--- src/rtl/wb_arbiter.sv ---
// Write-back arbiter: round-robin between ALU and load unit onto one register-file
// write port, plus a pending-write scoreboard for source-operand hazard checks.
module wb_arbiter #(
  parameter int DATA_W = 32,
  parameter int ADDR_W = 5
) (
  input  logic              clk,
  input  logic              rst,
  input  logic              alu_valid,
  input  logic [ADDR_W-1:0] alu_addr,
  input  logic [DATA_W-1:0] alu_data,
  output logic              alu_ready,
  input  logic              lsu_valid,
  input  logic [ADDR_W-1:0] lsu_addr,
  input  logic [DATA_W-1:0] lsu_data,
  output logic              lsu_ready,
  input  logic              issue_valid,
  input  logic [ADDR_W-1:0] issue_rd,
  input  logic [ADDR_W-1:0] rs1_addr,
  input  logic [ADDR_W-1:0] rs2_addr,
  output logic              rs1_busy,
  output logic              rs2_busy,
  output logic              rd_we,
  output logic [ADDR_W-1:0] rd_addr,
  output logic [DATA_W-1:0] rd_wdata
);

  localparam int NREG = 1 << ADDR_W;

  // Pointer holds the last granted requester: 0 = ALU, 1 = LSU.
  logic              ptr;
  logic [NREG-1:0]   busy;
  logic [NREG-1:0]   busy_next;
  logic              grant_alu;
  logic              grant_lsu;
  logic              xfer;
  logic              wr;
  logic [ADDR_W-1:0] win_addr;
  logic [DATA_W-1:0] win_data;

  always_comb begin
    grant_alu = 1'b0;
    grant_lsu = 1'b0;
    if (!rst) begin
      if (alu_valid && lsu_valid) begin
        grant_alu = ptr;
        grant_lsu = !ptr;
      end else begin
        grant_alu = alu_valid;
        grant_lsu = lsu_valid;
      end
    end
  end

  assign alu_ready = grant_alu;
  assign lsu_ready = grant_lsu;
  assign xfer      = grant_alu || grant_lsu;
  assign win_addr  = grant_lsu ? lsu_addr : alu_addr;
  assign win_data  = grant_lsu ? lsu_data : alu_data;
  assign wr        = xfer && (win_addr != '0);

  // Set is applied after clear so a same-cycle issue to the same register wins.
  always_comb begin
    busy_next = busy;
    if (wr) busy_next[win_addr] = 1'b0;
    if (issue_valid && (issue_rd != '0)) busy_next[issue_rd] = 1'b1;
    busy_next[0] = 1'b0;
  end

  always_ff @(posedge clk) begin
    if (rst) begin
      ptr      <= 1'b1;
      busy     <= '0;
      rd_we    <= 1'b0;
      rd_addr  <= '0;
      rd_wdata <= '0;
    end else begin
      rd_we <= wr;
      if (wr) begin
        rd_addr  <= win_addr;
        rd_wdata <= win_data;
      end
      if (xfer) ptr <= grant_lsu;
      busy <= busy_next;
    end
  end

  assign rs1_busy = busy[rs1_addr];
  assign rs2_busy = busy[rs2_addr];

endmodule

--- config.mk ---
export PLATFORM = sky130hd
export DESIGN_NAME = wb_arbiter
export DESIGN_NICKNAME = d
export VERILOG_FILES = /design/src/rtl/wb_arbiter.sv
export SDC_FILE = /design/constraint.sdc
export NUM_CORES = 1
export LEC_CHECK = 0
export CAP_MARGIN = 5
export CORE_ASPECT_RATIO = 0.9
export CORE_MARGIN = 3
export CORE_UTILIZATION = 41
export CTS_CLUSTER_SIZE = 40
export DETAILED_ROUTE_END_ITERATION = 10
export GPL_ROUTABILITY_DRIVEN = 1
export GPL_TIMING_DRIVEN = 0
export HOLD_SLACK_MARGIN = 0.02
export PLACE_DENSITY_LB_ADDON = 0.12
export SLEW_MARGIN = 5
export SYNTH_ARGS = -nofsm -noshare
export SYNTH_HDL_FRONTEND = slang
export SYNTH_SLANG_ARGS = --single-unit
--- constraint.sdc ---
create_clock -name clk -period 2.11 [get_ports clk]
set_clock_uncertainty 0.05 [all_clocks]
set_input_delay 0.422 -clock clk [delete_from_list [all_inputs] [get_ports clk]]
set_output_delay 0.422 -clock clk [all_outputs]
set_load 0.05 [all_outputs]
==> impl_metrics.yaml, run 1 <==
clock_network:
  cts_buffers: 9
  clk-insertion-delay-late_ns: 0.34
  clkTransAtPathRegs_ns: 0.07
  root_buffer: "clkbuf_8"
  cts_hold_buf: 0
  clock_path_buffers: 2
  htreeDepth: 3
  clock_sinks: 70
  cts_tree: "done"
power_and_ir_drop:
  power_switching_mw: 1.25
  peakVddDrop_v: 0.000381
  p_int_mw: 2.48
  p_leak_nw: 2.31
  clock_power_share_pct: 27.8
  power_mw: 3.73
  power_frac_comb_pct: 32.1
  p_per_area_nw_per_um2: 631
  switching_share_pct: 33.5
  power_frac_seq_pct: 40.1
hold_path:
  min_from: "alu_valid"
  hold-path-cell-count: 4
  min_path_type: "primary input to flip-flop"
sta:
  hold_ws_ns: 0.352
  finalMaxSlewViolations: 0
  min_period_ns: 2.27
  setup_ws_ns: -0.162
  fmax_ghz: 0.440
  setup_tns_ns: -0.316
  tightest_slew_ns: 0.728
  grt_setup_unrepaired: "true"
  hold_viol_final: 0
  slew_headroom_pct: 51.4
  period_share_pct: 108
  setup_viol: 2
yosys:
  yosys_register_bits: 70
  synth_seq_area_share_pct: 35.4
  synth_warnings: 0
  synth_cells: 413
  synth_edf_count: 0
  synth.distinct_cells: 48
  synth_area_leaders: "dfxtp_1 (35%), mux2i_1 (12%), o2bb2ai_1 (7.8%)"
  synth-async-reset-ratio_pct: 0
  yosysMostFrequentCell: "dfxtp_1"
  synthFlopType: "dfxtp_1"
  synth_top_cells_by_count: "dfxtp_1 (70), mux2i_1 (47), o2bb2ai_1 (35)"
  yosysTopAreaCellShare_pct: 35.4
  syn-cell-area_um2: 3950
  synthesis.nets: 507
  syn_area_per_cell_um2: 9.57
  yosysTopAreaCell: "dfxtp_1"
floorplanning:
  start_util_pct: 42.7
  die_area_um2: 10900
  rows: 33
  die_w_um: 110
  ioPinCount: 136
  fp.dieH_um: 99.2
  core_um2: 9250
placed_design:
  gp_congestion: 0.921
  io_buffers: 130
  placed_cells: 665
  hpwl_mm: 9.93
critical_path:
  critPathTopFamily: "multiplexers"
  endpoint_kind: "output pin"
  reg2reg_depth: 5
  critPathRequiredTime_ns: 1.64
  crit_chain: "mux4_2, mux2_4, nand3b_1, nand4_1, buf_6"
  critPathKind: "flip-flop to output pin"
  critPathBufInv: 1
  critPathSlowestCell: "mux4_2"
  worst_path_largest_cell_delay_ns: 0.47
  start_kind: "flip-flop"
  arrival_ns: 1.80
  r2r-start: "ptr"
  regToRegSetupSlack_ns: 0.12
  startpoint: "busy[19]"
  path_depth: 5
  crit_path_max_fanout: 3
finish:
  final_nets: 656
  multiInputGateArea_um2: 2440
  drive_gt1_share_pct: 16.6
  stdcell_count: 689
  antenna_cells: 0
  fill_cells: 814
  seqCellArea_um2: 1410
  finish.utilization_pct: 63.9
  area_delta_synth_final_pct: 49.4
global_routing:
  antenna_found_initial: 0
  grt_pass1_vias: 4264
  grt_overflow: 0
  track_usage_pct: 24.5
  grt_max_degree: 12
  grt_pass1_wl_mm: 21.2
status:
  status: "finished with violations"
  violations: "setup timing"
drt:
  viasPerCell: 5.98
  antenna_left: 0
  dr.pass1.iters: 5
  drcViolationCount: 0
  wl_mm: 13.0
  vias: 4119
  wire_per_inst_um: 18.9
  drt_iter0_markers: 315
run:
  cap_viol_max_count: 0
## area by class of cell
type | count | share of cell area (%)
timing repair buffer | 138 | 23.1
buffer | 28 | 4.39
tap | 122 | 2.58
inverter | 26 | 1.65
multi-input combinational | 289 | 41.3
sequential | 70 | 23.9
clock inverter | 4 | 0.805
clock buffer | 12 | 2.29
## registers in the layout, indices dropped and copies added (netlist names)
signal / flops
ptr: 1
rd_we: 1
rd_wdata: 32
busy: 31
rd_addr: 5
## routing by layer
metal	global-route usage (%)	up-vias	wire, µm
met5	0	-	0
met4	6.81	0	153
met3	7.27	19	1070
met2	39.7	191	6360
met1	31.8	1970	5410
li1	-	1939	-
## cell families (layout without fill, tap and decap cells)
family          Yosys count  in the layout  synth area share, %
flops                    70             70                 35.4
buf+inv                  54            208                 6.30
compound gates          139            139                 29.2
simple gates             94             94                 12.8
mux                      56             56                 16.2
## placed cells by master (no fill, tap or decap), types with 9 or more instances in the layout
master           Yosys  routed
nand4_1             13      13
buf_4                7      14
inv_1               26      24
mux2i_1             47      47
clkbuf_8             0      11
o2111ai_1           12       9
clkdlybuf4s50_1      0     112
nor2_1              13      12
nand2_1             26      25
dfxtp_1             70      64
buf_6                2      11
o2bb2ai_1           35      35
o211ai_1            12      12
a21oi_1             17      17
a32o_1              15      15
## worst paths after layout
kind / to
worst max-delay path: rs2_busy
worst min-delay path: ptr
worst max register to register: busy[21]
worst min register to register: rd_addr[1]
## power groups by stage
stage | sequential (mW) | combinational (mW) | clock, mW
finish | 1.49 | 1.20 | 1.04
global route | 1.51 | 1.26 | 1.11
CTS | 1.49 | 1.18 | 1.06
detailed placement | 1.52 | 1.14 | 0
global placement | 1.52 | 1.13 | 0
floorplan | 1.79 | 0.388 | 0
## repair_timing
item / in CTS / in global routing
endpoints found under the setup margin: 74 / 69
resized for setup: 72 / 23
pin swaps: 1 / 4
setup buffers: 7 / 1
## worst register-to-register path, cell delays in order, from the launching register on
cell and delay, ns:
dfxtp_2 0.40, a21bo_4 0.18, buf_2 0.26, o2111ai_1 0.24
a2111o_1 0.51, a32o_1 0.26
## per-stage QoR
step | instance area [µm²] | worst slack, ns
after floorplan | 4020 | -0.200
after CTS | 5810 | -0.162
after detailed placement | 5470 | -1.30
after global placement | 5470 | -1.32
after global routing | 5910 | -0.232
final | 5910 | -0.162
Note: power is estimated with default switching activity, not from simulation.
==> run 2, diff against run 1 <==
--- a/config.mk
+++ b/config.mk
@@ -5,15 +5,16 @@
 export SDC_FILE = /design/constraint.sdc
 export NUM_CORES = 1
 export LEC_CHECK = 0
-export CAP_MARGIN = 5
 export CORE_ASPECT_RATIO = 0.9
 export CORE_MARGIN = 3
-export CORE_UTILIZATION = 41
+export CORE_UTILIZATION = 57
 export CTS_CLUSTER_SIZE = 40
 export DETAILED_ROUTE_END_ITERATION = 10
+export DONT_BUFFER_PORTS = 1
 export GPL_ROUTABILITY_DRIVEN = 1
 export GPL_TIMING_DRIVEN = 0
 export HOLD_SLACK_MARGIN = 0.02
+export MAX_ROUTING_LAYER = met4
 export PLACE_DENSITY_LB_ADDON = 0.12
 export SLEW_MARGIN = 5
 export SYNTH_ARGS = -nofsm -noshare
==> run 2 against run 1 <==
  * The flow still finishes with violations (setup timing)
  * Final cell count is 24% lower
  * Sequential power up 20%
  * Sequential cell count did not move
  * Count of clock-buffer cells in the layout grew 1
  * First-iteration DRC count shrank 4.4%
  * Critical path type unchanged
  * Largest cell class unchanged
  * Largest power group unchanged
==> impl_metrics.yaml, run 2 (synthesized netlist as in run 1, its figures left out) <==
clock_network:
  clkTransAtPathRegs_ns: 0.07
  cts_hold_buf: 0
  cts_tree: "done"
  clk-insertion-delay-late_ns: 0.36
  cts_buffers: 9
  clock_sinks: 70
  htreeDepth: 3
  root_buffer: "clkbuf_8"
  clock_path_buffers: 2
finish:
  final_nets: 520
  drive_gt1_share_pct: 14.6
  area_delta_synth_final_pct: 12.3
  largest_reg_flops: 32
  largestRegisters: "rd_wdata x32, busy x31, rd_addr x5"
  antenna_cells: 0
  layout_commonest_cell: "dfxtp_1"
  finish.utilization_pct: 66.7
  final_cell_mix: "dfxtp_1 (65), mux2i_1 (47), o2bb2ai_1 (35)"
  largest_register: "rd_wdata"
sta:
  tightest_slew_ns: 1.13
  grt_setup_unrepaired: "true"
  finalMaxSlewViolations: 0
  period_share_pct: 118
  setup_viol: 2
  fmax_ghz: 0.403
  min_period_ns: 2.48
  slew_headroom_pct: 24.4
  setup_ws_ns: -0.372
  setup_tns_ns: -0.724
  hold_viol_final: 0
run:
  cap_viol_max_count: 0
floorplanning:
  fp.dieH_um: 85.0
  start_util_pct: 59.4
  rows: 28
  die_w_um: 93.8
  die_area_um2: 7970
  ioPinCount: 136
  core_um2: 6660
global_routing:
  grt_max_degree: 12
  grt_pass1_wl_mm: 17.4
  grt_pass1_vias: 3320
  track_usage_pct: 29.0
  antenna_found_initial: 0
  grt_overflow: 0
power_and_ir_drop:
  p_per_area_nw_per_um2: 797
  power_mw: 3.54
  p_leak_nw: 1.69
  peakVddDrop_v: 0.000666
critical_path:
  arrival_ns: 2.01
  critPathRequiredTime_ns: 1.64
  r2r-start: "ptr"
  critPathSlowestCell: "nand4_1"
  start_kind: "flip-flop"
  worst_path_largest_cell_delay_ns: 0.50
  regToRegSetupSlack_ns: 0.09
  endpoint_kind: "output pin"
  reg2reg_to: "busy[21]"
  crit_path_max_fanout: 3
  reg2reg_depth: 5
  crit_chain: "mux4_2, mux2_4, nand3b_1, nand4_1"
  critPathKind: "flip-flop to output pin"
hold_path:
  hold-path-cell-count: 2
  hold_end: "rd_wdata[31]"
  min_path_type: "primary input to flip-flop"
  min_from: "lsu_data[31]"
drt:
  drcViolationCount: 0
  dr.pass1.iters: 5
  vias: 3594
  wl_mm: 11.2
  viasPerCell: 6.90
  drt_iter0_markers: 301
  wire_per_inst_um: 21.6
  antenna_left: 0
placed_design:
  gp_congestion: 0.921
  hpwl_mm: 8.54
  post-place-ws_ns: -0.286
  io_buffers: 0
status:
  violations: "setup timing"
  status: "finished with violations"
run 2: cell types whose count changed in the layout (fill, tap and decap cells not counted), moves of 3 or more:
| cell | change |
|---|---|
| a32oi_2 | -3 |
| o2111ai_1 | +3 |
| dlygate4sd2_1 | -7 |
| buf_1 | +5 |
| clkdlybuf4s50_1 | -112 |
| clkbuf_8 | +3 |
| buf_6 | -9 |
| dlymetal6s2s_1 | -6 |
| a32oi_1 | +3 |
| buf_4 | -5 |
run 2: cell type report:
class	instances	area [µm²]
Multi-Input combinational cell	289	2350
Fill cell	557	2220
Sequential cell	70	1410
Buffer	28	216
Clock buffer	13	169
Tap cell	90	113
Inverter	26	105
Clock inverter	3	65.1
Timing Repair Buffer	2	15.0
run 2: per-stage QoR:
step	std cells	hold slack [ns]	cell area (µm²)
after global routing	521	0.212	4440
final	521	0.177	4440
after floorplan	413	0.387	4020
after detailed placement	503	0.410	4130
after global placement	503	0.408	4130
after CTS	521	0.169	4420
run 2: worst max-delay path by stage:
stage                 from        to
5_1_grt           busy[23]  rs1_busy
3_5_place_dp   rs1_addr[0]  rs1_busy
6_report          busy[23]  rs1_busy
4_1_cts           busy[23]  rs1_busy
2_1_floorplan  rs1_addr[0]  rs1_busy
3_3_place_gp   rs2_addr[0]  rs2_busy
run 2: what timing repair did:
action	in CTS	in global routing
pin swaps	3	0
gates resized for setup	10	8
endpoints found under the setup margin	17	41
setup buffers	2	0
run 2: power breakdown:
part	switching, mW	internal, mW	leakage [nW]
combinational	0.290	0.209	0.988
clock	0.486	0.761	0.120
sequential	0.365	1.43	0.578
total	1.14	2.40	1.69
run 2: worst max-delay path, delay by kind of cell (launching register included):
family	cells	cell delay [ns]
flip-flops	1	0.33
multiplexers	2	0.74
AND/OR/NAND/NOR	2	0.58
run 2: per-layer routing:
metal	track usage, %	vias up	share of wire (%)
met3	8.87	18	10
li1	-	1667	-
met5	-	-	0
met1	38.7	1705	42
met4	6.82	0	1.3
met2	43.2	204	47
==> run 3, diff against run 2 <==
--- a/config.mk
+++ b/config.mk
@@ -5,6 +5,7 @@
 export SDC_FILE = /design/constraint.sdc
 export NUM_CORES = 1
 export LEC_CHECK = 0
+export ABC_CLOCK_PERIOD_IN_PS = 2110
 export CORE_ASPECT_RATIO = 0.9
 export CORE_MARGIN = 3
 export CORE_UTILIZATION = 57
==> results of run 3 <==
The final DEF is identical to that of run 2; final timing and power are the same.
